### src/rtl/uart_controller_tx_if.sv
// Byte handshake between a producer and the UART transmitter.
// The producer drives data_in/data_valid; the transmitter answers with data_ready.
interface uart_controller_tx_if;
  logic [7:0] data_in;
  logic       data_valid;
  logic       data_ready;

  modport master (output data_in, output data_valid, input data_ready);
  modport slave  (input data_in, input data_valid, output data_ready);
endinterface

### src/rtl/uart_controller_tx.sv
// 8N1/8P1 UART transmitter with a one-entry holding register and zero-gap back-to-back frames.
// Define UART_TX_PARITY_EN to insert a parity bit after the data bits (odd when PARITY_ODD=1).
module uart_controller_tx #(
  parameter int CLOCK_RATE = 100_000_000,
  parameter int BAUDE_RATE = 9600,
  parameter int STOP_BITS  = 1,
  parameter int PARITY_ODD = 0
) (
  input  logic                 clk,
  input  logic                 reset,
  uart_controller_tx_if.slave  bus,
  output logic                 tx,
  output logic                 busy,
  output logic                 tx_done
);

  localparam int BIT_CYCLES = CLOCK_RATE / BAUDE_RATE;
  localparam int CNT_W      = $clog2(BIT_CYCLES);
  localparam logic [CNT_W-1:0] CNT_LAST  = CNT_W'(BIT_CYCLES - 1);
  localparam logic [2:0]       STOP_LAST = (STOP_BITS == 2) ? 3'd1 : 3'd0;

`ifdef UART_TX_PARITY_EN
  typedef enum logic [2:0] {IDLE, START, DATA, PARITY, STOP} state_t;
`else
  typedef enum logic [2:0] {IDLE, START, DATA, STOP} state_t;
`endif

  state_t           state_q, state_d;
  logic [CNT_W-1:0] cnt_q, cnt_d;
  logic [2:0]       bitIdx_q, bitIdx_d;
  logic [7:0]       shift_q, shift_d;
  logic [7:0]       hold_q, hold_d;
  logic             holdFull_q, holdFull_d;
  logic             tx_q, tx_d;
`ifdef UART_TX_PARITY_EN
  logic             parity_q, parity_d;
`endif

  logic bitEnd;
  logic load;
  logic accept;

  assign bitEnd = (cnt_q == CNT_LAST);
  assign accept = bus.data_valid & ~holdFull_q;
  assign tx     = tx_q;

  // State, counters, holding register and the registered line level.
  always_ff @(posedge clk or posedge reset) begin
    if (reset) begin
      state_q    <= IDLE;
      cnt_q      <= '0;
      bitIdx_q   <= '0;
      shift_q    <= '0;
      hold_q     <= '0;
      holdFull_q <= 1'b0;
      tx_q       <= 1'b1;
`ifdef UART_TX_PARITY_EN
      parity_q   <= 1'b0;
`endif
    end else begin
      state_q    <= state_d;
      cnt_q      <= cnt_d;
      bitIdx_q   <= bitIdx_d;
      shift_q    <= shift_d;
      hold_q     <= hold_d;
      holdFull_q <= holdFull_d;
      tx_q       <= tx_d;
`ifdef UART_TX_PARITY_EN
      parity_q   <= parity_d;
`endif
    end
  end

  // Transitions happen only at a bit boundary, where the counter wraps to 0,
  // so every state is entered with a fresh count.
  always_comb begin
    state_d    = state_q;
    cnt_d      = cnt_q;
    bitIdx_d   = bitIdx_q;
    shift_d    = shift_q;
    hold_d     = hold_q;
    holdFull_d = holdFull_q;
    load       = 1'b0;

    if (state_q != IDLE) begin
      cnt_d = bitEnd ? '0 : cnt_q + CNT_W'(1);
    end

    case (state_q)
      IDLE: begin
        if (holdFull_q) begin
          load    = 1'b1;
          state_d = START;
        end
      end
      START: begin
        if (bitEnd) begin
          state_d  = DATA;
          bitIdx_d = '0;
        end
      end
      DATA: begin
        if (bitEnd) begin
          if (bitIdx_q == 3'd7) begin
`ifdef UART_TX_PARITY_EN
            state_d = PARITY;
`else
            state_d = STOP;
`endif
            bitIdx_d = '0;
          end else begin
            bitIdx_d = bitIdx_q + 3'd1;
            shift_d  = {1'b0, shift_q[7:1]};
          end
        end
      end
`ifdef UART_TX_PARITY_EN
      PARITY: begin
        if (bitEnd) begin
          state_d  = STOP;
          bitIdx_d = '0;
        end
      end
`endif
      STOP: begin
        if (bitEnd) begin
          if (bitIdx_q == STOP_LAST) begin
            bitIdx_d = '0;
            if (holdFull_q) begin
              load    = 1'b1;
              state_d = START;
            end else begin
              state_d = IDLE;
            end
          end else begin
            bitIdx_d = bitIdx_q + 3'd1;
          end
        end
      end
      default: state_d = IDLE;
    endcase

    if (load) begin
      shift_d    = hold_q;
      holdFull_d = 1'b0;
    end
    if (accept) begin
      hold_d     = bus.data_in;
      holdFull_d = 1'b1;
    end

`ifdef UART_TX_PARITY_EN
    parity_d = parity_q;
    if (load) begin
      parity_d = (PARITY_ODD != 0) ? ~^hold_q : ^hold_q;
    end
`endif

    // The line level is computed from the next state so tx leaves a flop.
    case (state_d)
      START:   tx_d = 1'b0;
      DATA:    tx_d = shift_d[0];
`ifdef UART_TX_PARITY_EN
      PARITY:  tx_d = parity_d;
`endif
      default: tx_d = 1'b1;
    endcase
  end

  always_comb begin
    bus.data_ready = ~holdFull_q;
    busy           = (state_q != IDLE);
    tx_done        = (state_q == STOP) && bitEnd && (bitIdx_q == STOP_LAST);
  end

endmodule

### src/flat_wrapper.sv
// flat-port wrapper written by rule: the top's interface ports become plain ports
module uart_controller_tx_flat 
#(
  parameter int CLOCK_RATE = 100_000_000,
  parameter int BAUDE_RATE = 9600,
  parameter int STOP_BITS  = 1,
  parameter int PARITY_ODD = 0
)
  (clk, reset, tx, busy, tx_done, bus_data_in, bus_data_valid, bus_data_ready);
  uart_controller_tx_if bus_i ();
  input  logic clk;
  input  logic reset;
  output logic tx;
  output logic busy;
  output logic tx_done;
  input wire logic [$bits(bus_i.data_in)-1:0] bus_data_in;
  input wire logic [$bits(bus_i.data_valid)-1:0] bus_data_valid;
  output wire logic [$bits(bus_i.data_ready)-1:0] bus_data_ready;
  assign bus_i.data_in = bus_data_in;
  assign bus_i.data_valid = bus_data_valid;
  assign bus_data_ready = bus_i.data_ready;
  uart_controller_tx #(.CLOCK_RATE(CLOCK_RATE), .BAUDE_RATE(BAUDE_RATE), .STOP_BITS(STOP_BITS), .PARITY_ODD(PARITY_ODD)) u_core (.clk(clk), .reset(reset), .bus(bus_i), .tx(tx), .busy(busy), .tx_done(tx_done));
endmodule
### config.mk
export PLATFORM = sky130hd
export DESIGN_NAME = uart_controller_tx_flat
export DESIGN_NICKNAME = d
export VERILOG_FILES = /design/src/rtl/uart_controller_tx_if.sv /design/src/rtl/uart_controller_tx.sv /design/src/flat_wrapper.sv
export SDC_FILE = /design/constraint.sdc
export NUM_CORES = 1
export LEC_CHECK = 0
export ABC_AREA = 0
export BUFFER_PORTS_ARGS = -buffer_cell sky130_fd_sc_hd__clkbuf_2
export CELL_PAD_IN_SITES_DETAIL_PLACEMENT = 0
export CELL_PAD_IN_SITES_GLOBAL_PLACEMENT = 2
export CORE_ASPECT_RATIO = 0.7
export CORE_MARGIN = 3
export CORE_UTILIZATION = 41
export DETAILED_ROUTE_END_ITERATION = 8
export GPL_TIMING_DRIVEN = 1
export PLACE_DENSITY_LB_ADDON = 0.1
export SLEW_MARGIN = 5
export SYNTH_ARGS = -nofsm -noshare
export SYNTH_HDL_FRONTEND = slang
export SYNTH_SLANG_ARGS = --single-unit
export TNS_END_PERCENT = 10
### constraint.sdc
create_clock -name clk -period 7.1 [get_ports clk]
set_clock_uncertainty 0.1 [all_clocks]
set_input_delay 0.355 -clock clk [delete_from_list [all_inputs] [get_ports clk]]
set_output_delay 0.355 -clock clk [all_outputs]
set_load 0.02 [all_outputs]
* Word-level counts from Yosys, hierarchy flattened *
Cells that the tools add are included.

cells by class
  bitwise logic cells = 2
  equal/unequal tests = 11
  add/sub/neg operators = 2
  multiplexer cells = 26
  reductions and logical operators = 11

operator list
  operator                                                count
  2-to-1 mux 3 bit                                        11
  2-to-1 mux 8 bit                                        4
  adder 14 x 1 -> 14 bit (second input constant)          1
  equality test 14 bit (second input constant)            1
  2-to-1 mux 14 bit                                       1
  case mux 3 bit (4 select lines)                         1
  equality test 3 x 2 -> 1 bit (second input constant)    3
  case mux 3 bit (3 select lines)                         1
  inequality test 2 x 1 -> 1 bit (second input constant)  4
  equality test 3 x 1 -> 1 bit (second input constant)    2
  zero test 3 bit                                         2
  2-to-1 mux 1 bit                                        6
  nonzero test 2 bit                                      3
  nonzero test 3 bit                                      2
  case mux 1 bit (2 select lines)                         2
  AND reduction 4 bit                                     1
  adder 3 x 1 -> 3 bit (second input constant)            1
  equality test 3 bit (second input constant)             1
  AND reduction 3 bit                                     1
  logical AND 1 bit                                       2
  bitwise AND 1 bit                                       1
  NOT 1 bit                                               1

storage, ports and cells
  input port bits = 11
  output and inout port bits = 4
  logic and storage cells = 60
  flip-flop bits (word level) = 38

* Longest topological paths before layout *
  depth after elaboration = 6
  mapped depth = 8
  depth with buffers taken out = 7

* Least setup slack after synthesis *
Ideal clock, no wire load.

  path kind = register to output
  from = reg u_core.cnt_q[9]
  to = out tx_done
  buffers on the path = 1
  slack = 4499 ps
  cell stages (with the launch flop) = 5
  data arrival time = 2146 ps
  cells stage by stage = dfrtp_1 -> or4b_4 -> or4_1 -> buf_6 -> nor3_1

on the way
  longest elaborated chain between the ends = 3

RTL lines
  element                          line                       RTL
  start: declaration               uart_controller_tx.sv:29   logic [CNT_W-1:0] cnt_q, cnt_d;
  start signal: assignment         uart_controller_tx.sv:62   cnt_q <= cnt_d;
  equality test 14 bit             uart_controller_tx.sv:43   assign bitEnd = (cnt_q == CNT_LAST);
  logical AND 1 bit (2 in series)  uart_controller_tx.sv:173  tx_done = (state_q == STOP) && bitEnd && (bitIdx_q == STOP_LAST);
  end: declaration                 flat_wrapper.sv:15         output logic tx_done;

Every way passes these cells.

* Worst setup path after layout *
  from = reg u_core.cnt_q[9]
  to = reg u_core.shift_q[3]

on the way
  longest elaborated chain between the ends = 5
  elaborated cells between the ends (all ways) = 8

RTL lines
  element                                                                                       line                       RTL
  equality test 14 bit *                                                                        uart_controller_tx.sv:43
  2-to-1 mux 1 bit                                                                              uart_controller_tx.sv:126  if (bitEnd) begin
  case mux 1 bit (2 select lines)                                                               uart_controller_tx.sv:89   case (state_q)
  inequality test 2 x 1 -> 1 bit (no source line) / nonzero test 2 bit (equally long branches)  --
  AND reduction 3 bit (no source line)                                                          --
  end signal: assignment                                                                        uart_controller_tx.sv:64   shift_q <= shift_d;
  end: declaration                                                                              uart_controller_tx.sv:31   logic [7:0] shift_q, shift_d;

Every way passes the cells marked *; elsewhere a longest branch is shown, timed or not.
A chain may end at the register's enable or synchronous reset.

==> results.toml <==
[yosys]
postSynth.asyncResetShare_pct = 100
ys_top_cells_by_area = "dfrtp_1 (49%), mux2_2 (4.2%), nand2_1 (4.0%), a22o_2 (3.2%), nor2_1 (3.2%)"
yosysTopAreaCellShare_pct = 49.5
synthesis.nets = 194
ys_seq_elements = 38
syn_area_mm2 = 0.00187
synth_edf_count = 0
ys.warnings.count = 0
synthFlopType = "dfrtp_1"
synth_top_cell_by_area = "dfrtp_1"
syn_inst = 179
syn_avg_cell_area_um2 = 10.4
yosysUniqueCellTypes = 38
yosysSeqAreaShare_pct = 50.9

[sta]
fin_setup_tns_ns = 0
rsz0062_at_grt = "false"
layout_min_cycle_time_ns = 2.96
setup_viol = 0
worstMarginPinSlew_ns = 0.795
hold-worst-slack_ns = 0.0435
fin_crit_sh_pct = 41.7
fmax_mhz = 338
hold_viol_final = 0
finalMaxSlewViolations = 0
relSlewSlack_pct = 46.9

[critical_path]
cp.required_ns = 7.18
worst-setup-path-type = "flip-flop to flip-flop"
cp-startpoint = "u_core.cnt_q[9]"
end_kind = "flip-flop"
critPathLaunchType = "flip-flop"
cp_max_fo = 11
cp_data_arrival_time_ns = 3.05
ff2ff_path_depth = 5
r2r_setup_slack_ns = 4.14
reg2reg_from = "u_core.cnt_q[9]"

[min_path]
hold_path_class = "input pin to asynchronous set/reset pin"

[cts]
postCtsResizedCells = 0
clock_latency_ns = 0.29
postCtsHoldBufs = 0
postCtsSetupBuffers = 0
cts.path.max_buffers = 2
cts_buffers = 5
clk_pin_slew_ns = 0.08
cts_max_level = 2
cts_sinks = 38
cts_root_buf = "clkbuf_8"
cts_tree = "done"

[layout]
layout-drive-gt1-share_pct = 23.9
nNetsFinal = 211
antennaDiodeCount = 0
area_growth_pct = 12.8
fillCellCount = 371
fin_util_pct = 50.7

[routing]
vias = 1333
post_drt_via_cell_ratio = 5.35
wl_met3_um = 162
wl_per_cell_um = 14.7
dr.max_layer_used = "met4"
drt_iter0_markers = 67
wl_met1_um = 1930
routed_wl_um = 3670
drc_errors = 0
drtPass1Iterations = 4
ant_nets = 0
routed-wl-met2_um = 1550

[job]
drv_cap = 0

[global_routing]
grt_max_degree = 39
grt_pass1_vias = 1316
grt_pass1_wl_um = 6440
grt_overflow = 0
grt_use_total_pct = 15.2
antenna_found_initial = 0

[die]
dieArea_mm2 = 0.00542
initial_core_util_pct = 45.0
die_y_um = 62.5
io_pins = 15
design.core.area_mm2 = 0.00416
row_count = 19
dieWidth_um = 86.7

[run_status]
status = "complete, no violations"

[placed_design]
hpwl_um = 2660
gp_congestion = 0.752
portBuffers = 14

[power_and_ir_drop]
leakage_nw = 0.963
power.density_mw_per_mm2 = 355
peakVddDrop_mv = 0.181
-- power breakdown --
| part | internal [mW] | switching [mW] |
|---|---|---|
| Combinational | 0.0906 | 0.0954 |
| Clock | 0.141 | 0.0777 |
| Sequential | 0.290 | 0.0542 |
| Total | 0.521 | 0.227 |
-- synthesized netlist by cell type, drive strengths merged (2+ instances only) --
master / number
dfrtp: 37
a22o: 6
nand3: 6
nand2: 20
nand4: 4
ha: 4
mux2: 7
buf: 2
a21oi: 5
or2b: 2
o21ai: 10
clkbuf: 2
or3: 3
nor2b: 3
nor2: 16
and3: 4
a21o: 6
nand3b: 2
xor2: 4
nor4: 3
nor3: 4
inv: 9
xnor2: 6
-- final cells by class --
| class | count | area [um^2] | area share [%] |
|---|---|---|---|
| sequential | 38 | 952 | 45.1 |
| multi-input combinational | 127 | 843 | 40.0 |
| timing repair buffer | 15 | 77.6 | 3.68 |
| clock buffer | 5 | 68.8 | 3.26 |
| clock inverter | 3 | 68.8 | 3.26 |
| tap | 52 | 65.1 | 3.08 |
| inverter | 9 | 33.8 | 1.60 |
-- flip-flops by register name, summed over array words and instances (netlist names) --
name and count:
u_core.bitIdx_q 3, u_core.cnt_q 14, u_core.holdFull_q 1, u_core.hold_q 8, u_core.shift_q 8, u_core.state_q 3
u_core.tx 1
-- metrics by stage --
stage | cell area [um^2] | worst slack [ns] | instances | power [mW]
after floorplan | 1870 | 4.50 | 179 | 0.491
after global placement | 1970 | 4.22 | 241 | 0.529
after detailed placement | 1970 | 4.15 | 241 | 0.535
after CTS | 2110 | 4.13 | 249 | 0.756
after global routing | 2110 | 3.99 | 249 | 0.802
final | 2110 | 4.14 | 249 | 0.749
-- final timing paths --
kind,endpoint
min in group clk,u_core.hold_q[0]
setup / recovery,u_core.shift_q[3]
hold reg to reg,u_core.shift_q[4]
hold / removal,u_core.state_q[2]
max in group asynchronous,u_core.tx
setup reg to reg,u_core.shift_q[3]
-- cells in the final DEF (no fill, tap or decap), types with 2 or more instances in the layout --
cell type,netlist,final
o21ai_0,10,10
and3_1,4,4
nor3_1,4,4
xnor2_1,6,6
a22o_2,6,6
nor4_1,3,3
nand2_1,20,20
clkbuf_2,0,14
bufinv_16,0,2
ha_1,4,4
or3_1,3,3
a21o_2,6,6
clkbuf_8,0,5
dfrtp_1,37,37
a21oi_1,5,5
xor2_1,4,4
inv_1,9,9
nand4_1,4,4
nand3_1,6,6
nor2b_1,3,3
mux2_2,7,7
nand3b_1,2,2
nor2_1,16,16
-- critical path, stage by stage, from the launching register on --
cell	delay, ns
dfrtp_1	0.44
or4b_4	0.57
or4_1	0.71
o31ai_4	0.56
nor2_1	0.23
a21o_2	0.25
-- kinds of logic (layout without fill, tap and decap cells) --
logic type | after synthesis | in the layout | share of synthesized area [%]
simple gates | 71 | 71 | 19.3
flops | 38 | 38 | 50.9
compound gates | 33 | 33 | 13.4
buf+inv | 14 | 32 | 4.01
xor+xnor | 10 | 10 | 4.68
mux | 8 | 8 | 4.75
fa+ha+maj | 4 | 4 | 2.68
other cells | 1 | 1 | 0.200
-- per-layer routing --
metal	up-vias	global-route usage (%)
li1	661	-
met1	646	21.8
met2	22	21.4
met3	4	5.01
met4	0	5.25
met5	-	0
Note: power is estimated with default switching activity, not from simulation.
